**src/rtl/reg_access_arbiter.sv**
```systemverilog
// Arbitrates core and debug nibble/pair requests onto one
// single-port register file, returning results on valid/ready.
module reg_access_arbiter #(
  parameter int RR_EN  = 1,
  parameter int NIB_W  = 4,
  parameter int ADDR_W = 4
) (
  input  logic                clk,
  input  logic                rst,
  input  logic                c_req_valid,
  output logic                c_req_ready,
  input  logic [1:0]          c_req_op,
  input  logic [ADDR_W-1:0]   c_req_addr,
  input  logic [2*NIB_W-1:0]  c_req_wdata,
  output logic                c_rsp_valid,
  input  logic                c_rsp_ready,
  output logic [2*NIB_W-1:0]  c_rsp_rdata,
  input  logic                d_req_valid,
  output logic                d_req_ready,
  input  logic [1:0]          d_req_op,
  input  logic [ADDR_W-1:0]   d_req_addr,
  input  logic [2*NIB_W-1:0]  d_req_wdata,
  output logic                d_rsp_valid,
  input  logic                d_rsp_ready,
  output logic [2*NIB_W-1:0]  d_rsp_rdata,
  output logic                reg_we,
  output logic [ADDR_W-1:0]   reg_addr,
  output logic [NIB_W-1:0]    reg_din,
  input  logic [NIB_W-1:0]    reg_dout,
  output logic                busy
);

  localparam int DW = 2 * NIB_W;

  typedef enum logic [1:0] {
    IDLE, ACC0, ACC1, DONE
  } state_e;

  state_e              state_q;
  logic                owner_q;
  logic                last_q;
  logic [1:0]          op_q;
  logic [ADDR_W-1:0]   addr_q;
  logic [DW-1:0]       wdata_q;
  logic [DW-1:0]       rdata_q;
  logic                we_q;
  logic [ADDR_W-1:0]   raddr_q;
  logic [NIB_W-1:0]    din_q;
  logic                rsp_v_q;

  logic                gnt_c;
  logic                gnt_d;
  logic                idle;
  logic                accept;
  logic                rsp_hs;
  logic [1:0]          sel_op;
  logic [ADDR_W-1:0]   sel_addr;
  logic [DW-1:0]       sel_wd;

  // last_q=1 means debug was granted last, so core wins a tie
  assign gnt_c = c_req_valid &&
                 (!d_req_valid || RR_EN == 0 || last_q);
  assign gnt_d = d_req_valid && !gnt_c;

  assign idle        = (state_q == IDLE) && !rst;
  assign c_req_ready = idle && gnt_c;
  assign d_req_ready = idle && gnt_d;
  assign accept      = c_req_ready || d_req_ready;

  assign sel_op   = gnt_d ? d_req_op    : c_req_op;
  assign sel_addr = gnt_d ? d_req_addr  : c_req_addr;
  assign sel_wd   = gnt_d ? d_req_wdata : c_req_wdata;

  assign rsp_hs = rsp_v_q &&
                  (owner_q ? d_rsp_ready : c_rsp_ready);

  assign c_rsp_valid = rsp_v_q && !owner_q;
  assign d_rsp_valid = rsp_v_q && owner_q;
  assign c_rsp_rdata = rdata_q;
  assign d_rsp_rdata = rdata_q;

  // reset must suppress a write already scheduled for this edge
  assign reg_we   = we_q && !rst;
  assign reg_addr = raddr_q;
  assign reg_din  = din_q;
  assign busy     = (state_q != IDLE);

  always_ff @(posedge clk) begin
    if (rst) begin
      state_q <= IDLE;
      owner_q <= 1'b0;
      last_q  <= 1'b1;
      op_q    <= '0;
      addr_q  <= '0;
      wdata_q <= '0;
      rdata_q <= '0;
      we_q    <= 1'b0;
      raddr_q <= '0;
      din_q   <= '0;
      rsp_v_q <= 1'b0;
    end else begin
      case (state_q)
        IDLE: begin
          if (accept) begin
            state_q <= ACC0;
            owner_q <= gnt_d;
            last_q  <= gnt_d;
            op_q    <= sel_op;
            addr_q  <= sel_addr;
            wdata_q <= sel_wd;
            rdata_q <= '0;
            we_q    <= sel_op[0];
            raddr_q <= sel_op[1] ?
                       {sel_addr[ADDR_W-1:1], 1'b0} :
                       sel_addr;
            din_q   <= sel_op[1] ?
                       sel_wd[DW-1:NIB_W] :
                       sel_wd[NIB_W-1:0];
          end
        end
        ACC0: begin
          if (!op_q[0]) begin
            if (op_q[1]) rdata_q[DW-1:NIB_W] <= reg_dout;
            else         rdata_q[NIB_W-1:0]  <= reg_dout;
          end
          if (op_q[1]) begin
            state_q <= ACC1;
            we_q    <= op_q[0];
            raddr_q <= {addr_q[ADDR_W-1:1], 1'b1};
            din_q   <= wdata_q[NIB_W-1:0];
          end else begin
            state_q <= DONE;
            we_q    <= 1'b0;
            rsp_v_q <= 1'b1;
          end
        end
        ACC1: begin
          if (!op_q[0]) rdata_q[NIB_W-1:0] <= reg_dout;
          state_q <= DONE;
          we_q    <= 1'b0;
          rsp_v_q <= 1'b1;
        end
        DONE: begin
          if (rsp_hs) begin
            state_q <= IDLE;
            rsp_v_q <= 1'b0;
          end
        end
        default: state_q <= IDLE;
      endcase
    end
  end

endmodule

```
**config.mk**
```make
export PLATFORM = sky130hd
export DESIGN_NAME = reg_access_arbiter
export DESIGN_NICKNAME = d
export VERILOG_FILES = /design/src/rtl/reg_access_arbiter.sv
export SDC_FILE = /design/constraint.sdc
export NUM_CORES = 1
export LEC_CHECK = 0
export ABC_AREA = 1
export BUFFER_PORTS_ARGS = -buffer_cell sky130_fd_sc_hd__buf_4
export CORE_UTILIZATION = 53
export DETAILED_ROUTE_END_ITERATION = 10
export PLACE_DENSITY = 0.92
export SETUP_SLACK_MARGIN = 0.02
export SKIP_LAST_GASP = 1
export SYNTH_ARGS = -nofsm -noshare
export SYNTH_HDL_FRONTEND = slang
export SYNTH_SLANG_ARGS = --single-unit
```
**constraint.sdc**
```tcl
create_clock -name clk -period 3.07 [get_ports clk]
set_input_delay 0.307 -clock clk [delete_from_list [all_inputs] [get_ports clk]]
set_output_delay 0.307 -clock clk [all_outputs]
set_load 0.005 [all_outputs]
```
# Word-level counts from Yosys, hierarchy flattened
# Index checks and enable logic that the tools add are counted.
# word_totals
input_bits,38
output_inout_bits,30
word_cells,77
ff_bits,32
# op_classes
mux,29
eq_ne,9
n_reduce_logical,27
# ops
operator,n
2-to-1 mux 4 bit,9
2-to-1 mux 8 bit,3
case mux 4 bit (2 select lines),3
inequality test 2 bit (second input constant),6
case mux 4 bit (3 select lines),1
logical AND 1 bit,9
case mux 2 bit (4 select lines),1
2-to-1 mux 1 bit,7
2-to-1 mux 2 bit,3
case mux 1 bit (3 select lines),2
AND reduction 2 bit,3
AND reduction 3 bit,2
nonzero test 3 bit,2
AND reduction 5 bit,1
== test 2 bit (second input constant),2
logical NOT 1 bit,4
AND reduction 4 bit,1
nonzero test 2 bit,2
== test 2 x 1 -> 1 bit (second input constant),1
logical NOT 2 bit,1
logical OR 1 bit,2

# Logic depth before layout (Yosys ltp)
# Gate-level depths: netlist (run 1).
# depth
ltp_word,9
mapped_depth,12

# Worst setup path before layout (run 1)
# No wires, ideal clock.
# synth_path
path_kind,register to register
startpoint,register state_q[0]
endpoint,register rdata_q[0] (netlist: c_rsp_rdata[0])
stages_incl_launch_ff,13
setup_time_ns,0.113
arrival_ns,1.475
n_path_buf,1
slack_ns,1.482
t_required_ns,2.957
period_less_slack_ns,1.588
path_cell_list,dfxtp_1 -> inv_1 -> ha_1 -> inv_1 -> nor2_1 -> nand3_1 -> nand3_2 -> buf_6 -> nand2_4 -> inv_2 -> nand2_1 -> nand2_1 -> nor2_1
# synth_via
elab_chain_cells,6
# synth_lines
element,line,rtl
start: declaration,39,state_e state_q;
start signal: assignment,90,state_q <= IDLE;
start signal: assignment,105,state_q <= ACC0;
start signal: assignment,127,state_q <= ACC1;
logical NOT 2 bit,"65, 102",
logical AND 1 bit,65,assign idle = (state_q == IDLE) && !rst;
logical AND 1 bit (on tied branches),"66, 67",
logical OR 1 bit,68,assign accept = c_req_ready || d_req_ready;
inequality test 2 bit (no line),--,
AND reduction 5 bit (no line),--,
end signal: indexed assignment,123,if (op_q[1]) rdata_q[DW-1:NIB_W] <= reg_dout;
end signal: indexed assignment,124,else rdata_q[NIB_W-1:0] <= reg_dout;
end signal: indexed assignment,138,if (!op_q[0]) rdata_q[NIB_W-1:0] <= reg_dout;
end: declaration,45,logic [DW-1:0] rdata_q;
# Parallel ways exist; a longest one is shown, timed or not.
# A chain may end at the register's enable or synchronous reset.

# Worst setup path in the final report (run 1)
# layout_path
startpoint,register state_q[0]
endpoint,register din_q[0] (netlist: reg_din[0])
# layout_via
elab_chain_cells,6
# layout_lines
element,line,rtl
logical NOT 2 bit,"65, 102",
logical AND 1 bit,65,
logical AND 1 bit (on tied branches),"66, 67",
logical OR 1 bit,68,
inequality test 2 bit (no line),--,
AND reduction 3 bit (no line),--,
end signal: assignment,116,din_q <= sel_op[1] ?
end signal: assignment,130,din_q <= wdata_q[NIB_W-1:0];
end: declaration,48,logic [NIB_W-1:0] din_q;
# Parallel ways exist; a longest one is shown, timed or not.

==> results of run 1 <==
-- worst max-delay path, stage by stage (launching register included) --
cell and delay [ns]:
dfxtp_1 0.41, inv_1 0.13, ha_1 0.26, inv_1 0.08
nor2_1 0.05, nand3_1 0.15, nand3_2 0.28, nand2_2 0.33
nand2_1 0.10, nand2_1 0.07, a21oi_1 0.05
-- per-stage QoR --
stage / area (µm²) / setup WS, ns / hold WS, ns / instances
after global placement: 2330 / 1.12 / 0.435 / 403
after floorplan: 1870 / 1.48 / 0.376 / 305
after global routing: 2380 / 0.834 / 0.178 / 410
after CTS: 2380 / 1.06 / 0.190 / 410
after detailed placement: 2330 / 1.07 / 0.444 / 403
final: 2380 / 1.05 / 0.191 / 410
-- kinds of logic after synthesis --
| kind of cell | after synthesis | share of synthesized area |
|---|---|---|
| buffers and inverters | 73 | 0.175 |
| adders and majority gates | 6 | 0.0401 |
| AOI/OAI and AO/OA | 45 | 0.128 |
| and+or+nand+nor | 150 | 0.326 |
| DFF | 31 | 0.331 |
-- metal layers --
metal  part of all wire  wire length [µm]
met1               0.43              1740
met2               0.48              1960
met3              0.072               295
met4              0.021                85
met5                  0                 0
-- state kept, by name, summed over array words and instances (netlist names) --
| name | count |
|---|---|
| we_q | 1 |
| c_rsp_rdata | 8 |
| state_q | 2 |
| rsp_v_q | 1 |
| owner_q | 1 |
| reg_addr | 4 |
| reg_din | 4 |
| wdata_q | 4 |
| addr_q | 3 |
| last_q | 1 |
| op_q | 2 |
-- cells in the mapped netlist (all sizes together) --
master	n	area, µm²
dfxtp	31	621
clkbuf	1	3.75
o21ai	20	100
o21a	1	7.51
nand4	4	25.0
nor2	25	93.8
inv	55	206
nand2	106	408
o211ai	2	15.0
ha	6	75.1
nand3	14	80.1
a21o	1	7.51
nor3	1	5.00
clkinv	2	7.51
a21oi	21	109
buf	15	110
-- area by class of cell --
type	instances	area, µm²	share of cell area
Clock buffer	6	51.3	0.0215
Tap cell	46	57.6	0.0241
Timing Repair Buffer	68	510	0.214
Inverter	57	214	0.0897
Sequential cell	31	621	0.260
Multi-Input combinational cell	201	926	0.388
Clock inverter	1	5.00	0.00210
-- report_power, final --
group	total (mW)	internal, mW	switching (mW)	leakage (nW)
logic	1.15	0.510	0.637	1.09
registers	0.664	0.562	0.102	0.256
clock network	0.239	0.106	0.134	0.0341
-- worst max path at each step --
stage | from | endpoint | slack (ns) | depth (start not counted)
CTS | state_q[1] | reg_din[0] | 1.06 | 10
global placement | state_q[0] | reg_addr[1] | 1.12 | 10
detailed placement | state_q[0] | reg_din[0] | 1.07 | 10
finish | state_q[0] | reg_din[0] | 1.05 | 10
global route | state_q[0] | reg_din[3] | 0.83 | 10
floorplan | state_q[0] | c_rsp_rdata[0] | 1.48 | 12
==> out/results.ini, run 1 <==
[run_status]
status=finished, final reports clean

[worst_setup_path]
crit_type=register to register
cp.required_ns=3.29
critPathCaptureType=register
r2r_cells=10
r2r-end=reg_din[0]
cp-start-kind=register
regToRegSetupSlack_ns=1.05
cp.arrival_ns=2.24
reg2reg_from=state_q[0]
worstPathMaxFanout=16

[grt]
met1_usage=0.254
grt_pass1_vias=1685
antenna_found_initial=0
met2_usage=0.443
grt_pass1_wl_mm=6.66
track_usage=0.239
grt-busiest-layer=met2
grt_max_degree=28
grt-ovfl-total=0
grt_use_met3=0.0672

[die]
fp.dieW_um=61.5
io_pins=68
row_count=21
core-area_mm2=0.00336
die_y_um=61.5
start_util=0.557
dieArea_mm2=0.00378

[sta]
finalCriticalPeriod_ns=2.02
fin_worst_skew_ns=0.00966
setup-violations-final=0
slew_headroom=0.551
worst_pin_slew_ns=0.669
post-route-period-util=0.657
slew_violations=0
rsz0062_at_grt=no
max_freq_ghz=0.496
hold_viol=0
setup_tns_ns=0

[logic_synthesis]
ys_ff_latch=31
yosysWarnings=0
synthesis.instances=305
syn_area_mm2=0.00187
syn_nets=349
synth.distinct_cells=23
syn_avg_cell_area_um2=6.15
ys_seq_area_frac=0.331

[hold_path]
holdPathEnd=state_q[1]
hold_class=input pin to register
holdCritStartpoint=rst
min_path_cells=2

[power]
vdd.ir_drop.worst_v=0.000370
p_per_area_mw_per_mm2=860
power_leakage_nw=1.38
total_power_mw=2.05

[clock_tree]
cts_resized=0
path_clk_slew_ns=0.10
cts_buffers=5
clock_sinks=31
clk_latency_ns=0.33
cts.htree.levels=2
post_cts_buffers=0
clock_path_buffers=2
cts_tree=done
root_buffer=clkbuf_4
cts_hold_buf=0

[detailed_routing]
via_per_inst=4.84
drt_first_iter_violations=66
drt.antenna.violating_nets=0
post_drt_wl_per_cell_um=9.94
drc=0
vias=1984
dr.pass1.iters=5
wl_mm=4.07

[cells_and_area]
antenna-diode-count=0
final_common_cell=nand2_1
layout_common_cells=nand2_1 (104), buf_4 (68), inv_1 (54)
drive_above_1_share=0.223
utilization=0.709
layout.nets=408
nFillCells=302
areaGrowthSynthToFinish_pct=27.2

[flow_run]
cap_violations=0

[placement]
dp_hpwl_mm=3.06
routabilityCongestion=0.841
portBuffers=67

No activity file was read; power rests on OpenSTA's default activity.
==> inputs of run 2 (changes only) <==
CORE_UTILIZATION = 45   (was 53)
PLACE_DENSITY = 0.84   (was 0.92)
clock period = 1.76 ns   (was 3.07 ns; I/O delays follow)
==> out/results.ini, run 2 (synthesis gave the netlist of run 1 again) <==
[worst_setup_path]
worstPathCellList=inv_2, ha_4, inv_1, nor2_4, nand3_4, inv_1, buf_4
r2r_cells=12
cpMaxStageDelayCell=dfxtp_2
crit_path_end=c_req_ready
regToRegSetupSlack_ns=0.15
cpLargestDelayFamily=buffers and inverters
crit_buf_inv=4
reg2reg_from=state_q[0]
cpMostUsedCell=inv_1
crit_path_start=state_q[0]
critPathCaptureType=output port
crit_type=register to output port
cp-start-kind=register
cp.depth=7
r2r-end=c_rsp_rdata[0]
cp.required_ns=1.58
worstPathMaxFanout=5
cp.arrival_ns=1.45
slowest_delay_ns=0.35

[sta]
hold_viol=0
worst_pin_slew_ns=0.451
slew_headroom=0.699
post-route-period-util=0.925
finalCriticalPeriod_ns=1.63
max_freq_ghz=0.614
fin_worst_skew_ns=0.00767
setup_tns_ns=0
slew_violations=0
fin_hold_ws_ns=0.133
rsz0062_at_grt=no
setup-violations-final=0

[grt]
grt-ovfl-total=0
grt_pass1_vias=1827
track_usage=0.217
antenna_found_initial=0
grt_max_degree=18
grt_pass1_wl_mm=7.38

[cells_and_area]
areaGrowthSynthToFinish_pct=38.1
layout.nets=417
final_common_cell=nand2_1
final_area_mm2=0.00259
drive_above_1_share=0.270
layout_common_cells=nand2_1 (102), buf_4 (76), inv_1 (52)
largest_reg_flops=8
antenna-diode-count=0

[clock_tree]
cts_tree=done
root_buffer=clkbuf_8
clk_latency_ns=0.29
path_clk_slew_ns=0.06
cts.htree.levels=2
clock_sinks=31
cts_buffers=5
clock_path_buffers=2

[power]
switching_share=0.404
p_per_area_mw_per_mm2=1630
vdd.ir_drop.worst_v=0.000623
power_frac_clock=0.174
comb_power_share=0.550
internal_power_mw=2.51
switching_power_mw=1.70
total_power_mw=4.21
seq_power_share=0.276
power_leakage_nw=1.47

[detailed_routing]
dr.pass1.iters=5
post_drt_wl_per_cell_um=10.9
drc=0
via_per_inst=4.79
vias=2032
wl_mm=4.62
drt.antenna.violating_nets=0
drt_first_iter_violations=90

[placement]
dp_hpwl_mm=3.44
routabilityCongestion=0.907
place_area_mm2=0.00240
portBuffers=67

[die]
start_util=0.469
core-area_mm2=0.00400
dieArea_mm2=0.00443
fp.dieW_um=66.5
io_pins=68
die_y_um=66.5
row_count=23

[hold_path]
min_path_cells=2
hold_class=input pin to register
holdCritStartpoint=rst

[flow_run]
cap_violations=0

[run_status]
status=finished, final reports clean

run 2: stage by stage:
step | util | cells | worst slack (ns)
global placement | 0.600 | 416 | 0.116
floorplan | - | 305 | 0.172
CTS | 0.632 | 424 | 0.0574
finish | 0.647 | 424 | 0.132
global route | 0.647 | 424 | 0.0150
detailed placement | 0.600 | 416 | 0.0247
run 2: power by group through the flow:
stage	registers (mW)	logic [mW]	clock network, mW
after floorplan	1.16	1.45	0
after global placement	1.16	2.06	0
after detailed placement	1.17	2.14	0
after CTS	1.16	2.17	0.742
after global routing	1.20	2.59	0.770
final	1.16	2.32	0.731
run 2: worst min path at each step:
| stage | slack (ns) | to |
|---|---|---|
| after floorplan | 0.25 | state_q[0] |
| after detailed placement | 0.41 | c_rsp_rdata[5] |
| final | 0.13 | c_rsp_rdata[5] |
| after global routing | 0.13 | state_q[0] |
| after CTS | 0.11 | c_rsp_rdata[5] |
| after global placement | 0.40 | c_rsp_rdata[5] |
run 2: what timing repair did:
action	4_1_cts	5_1_grt
gates cloned	0	0
setup buffers	0	0
pin swaps	0	2
hold buffers	0	0
gates resized for setup	3	15
endpoints found under the setup margin	4	28
run 2: cell type report:
cell class	count	area (µm²)
Sequential cell	31	622
Fill cell	359	1410
Tap cell	50	62.6
Inverter	57	218
Timing Repair Buffer	77	586
Clock buffer	6	82.6
Clock inverter	2	35.0
Multi-Input combinational cell	201	983
run 2: per-layer routing:
metal / routed length, µm / up-vias / track usage
met3: 289 / 13 / 0.0565
met4: 116 / 0 / 0.0878
li1: - / 1056 / -
met2: 2300 / 76 / 0.381
met1: 1920 / 887 / 0.247
met5: 0 / - / 0
==> inputs of run 3 (changes only) <==
CORE_UTILIZATION = 53   (was 45)
PLACE_DENSITY = 0.92   (was 0.84)
clock period = 1.97 ns   (was 1.76 ns; I/O delays follow)
==> out/results.ini, run 3 (synthesis gave the netlist of run 1 again) <==
[flow_run]
cap_violations=0

[clock_tree]
clk_latency_ns=0.34
clock_sinks=31
clock_path_buffers=2
path_clk_slew_ns=0.10
cts_tree=done
root_buffer=clkbuf_4
cts.htree.levels=2
cts_buffers=5

[die]
io_pins=68
die_y_um=61.5
dieArea_mm2=0.00378
fp.dieW_um=61.5
row_count=21
core-area_mm2=0.00336
start_util=0.557

[sta]
slew_headroom=0.710
worst_pin_slew_ns=0.431
worst_slack_ns=0.0800
finalCriticalPeriod_ns=1.89
post-route-period-util=0.959
hold_viol=0
slew_violations=0
fin_worst_skew_ns=0.00761
max_freq_ghz=0.529
setup-violations-final=0

[grt]
grt_max_degree=23
grt-ovfl-total=0
grt_pass1_wl_mm=6.91
track_usage=0.253
antenna_found_initial=0
grt_pass1_vias=1734

[worst_setup_path]
worstPathMaxFanout=6
slowest_delay_ns=0.38
cp-start-kind=register
critPathCaptureType=output port
cpMostUsedCell=inv_1
cp.arrival_ns=1.69
cp.required_ns=1.77
cpMaxStageDelayCell=dfxtp_1
worstPathCellList=inv_1, ha_2, inv_1, nor2_2, nand3_2, inv_1, buf_4
crit_type=register to output port

[run_status]
status=finished, final reports clean

[placement]
dp_hpwl_mm=3.32
dp_cells=407
pre_cts_ws_ns=0.0648
portBuffers=67
routabilityCongestion=0.894

[detailed_routing]
drc=0
drt.antenna.violating_nets=0
vias=1993
drt_first_iter_violations=70
post_drt_wl_per_cell_um=10.7
wl_mm=4.43
via_per_inst=4.80
dr.pass1.iters=4

[cells_and_area]
largest_reg_flops=8
antenna-diode-count=0
finalNonFillerCells=415
final_common_cell=nand2_1
layout.nets=412
areaGrowthSynthToFinish_pct=32.2
drive_above_1_share=0.255
layout_common_cells=nand2_1 (101), buf_4 (72), inv_1 (53)

[power]
p_per_area_mw_per_mm2=1410
power_leakage_nw=1.42
vdd.ir_drop.worst_v=0.000686

[hold_path]
hold_class=input pin to register

[run 3: cell count changes in the layout (fill, tap and decap cells not counted), sizes merged]
cell,delta
clkinv,+1
clkinvlp,-1
buf,-5
[run 3: report_power, final]
group	internal (mW)	total, mW	switching [mW]
clock network	0.300	0.531	0.231
logic	0.861	1.92	1.06
registers	0.876	1.04	0.167
total	2.04	3.49	1.46
[run 3: final timing paths]
| path | from | to | slack [ns] | cells after the start |
|---|---|---|---|---|
| hold / removal | rst | c_rsp_rdata[5] | 0.08 | 2 |
| setup / recovery | state_q[1] | c_req_ready | 0.08 | 7 |
| setup reg to reg | state_q[1] | c_rsp_rdata[7] | 0.14 | 11 |
| hold reg to reg | addr_q[3] | addr_q[3] | 0.45 | 2 |
[run 3: worst max-delay path, delay by kind of cell, from the launching register on]
| kind | cells | cell delay (ns) |
|---|---|---|
| flops | 1 | 0.38 |
| fa+ha+maj | 1 | 0.24 |
| simple gates | 2 | 0.30 |
| buf+inv | 4 | 0.43 |
[run 3: layout make-up]
class                           count  area, µm²
Timing Repair Buffer               72        541
Inverter                           57        214
Clock inverter                      2       35.0
Multi-Input combinational cell    201        958
Fill cell                         291        886
Tap cell                           46       57.6
Clock buffer                        6       51.3
Sequential cell                    31        621
[run 3: repair_timing]
action                                  CTS  global route
setup buffers                             0             0
endpoints found under the hold margin     0             0
hold buffers                              0             0
endpoints found under the setup margin    0            28
resized for setup                         0            10
[run 3: metal layers]
layer	GRT usage	up-vias	part of all wire
met5	0	-	0
met4	0.137	0	0.032
met3	0.0525	13	0.054
met2	0.463	74	0.49
met1	0.271	854	0.42
li1	-	1052	-
[run 3: through the flow]
step	power [mW]	hold WS (ns)	setup TNS [ns]	utilization	instance area [µm²]
after floorplan	2.34	0.266	0	-	1870
after global placement	2.82	0.423	0	0.701	2360
after detailed placement	2.90	0.421	0	0.701	2360
after CTS	3.43	0.0633	0	0.727	2440
after global routing	3.84	0.0706	-0.00490	0.737	2480
final	3.49	0.0786	0	0.737	2480
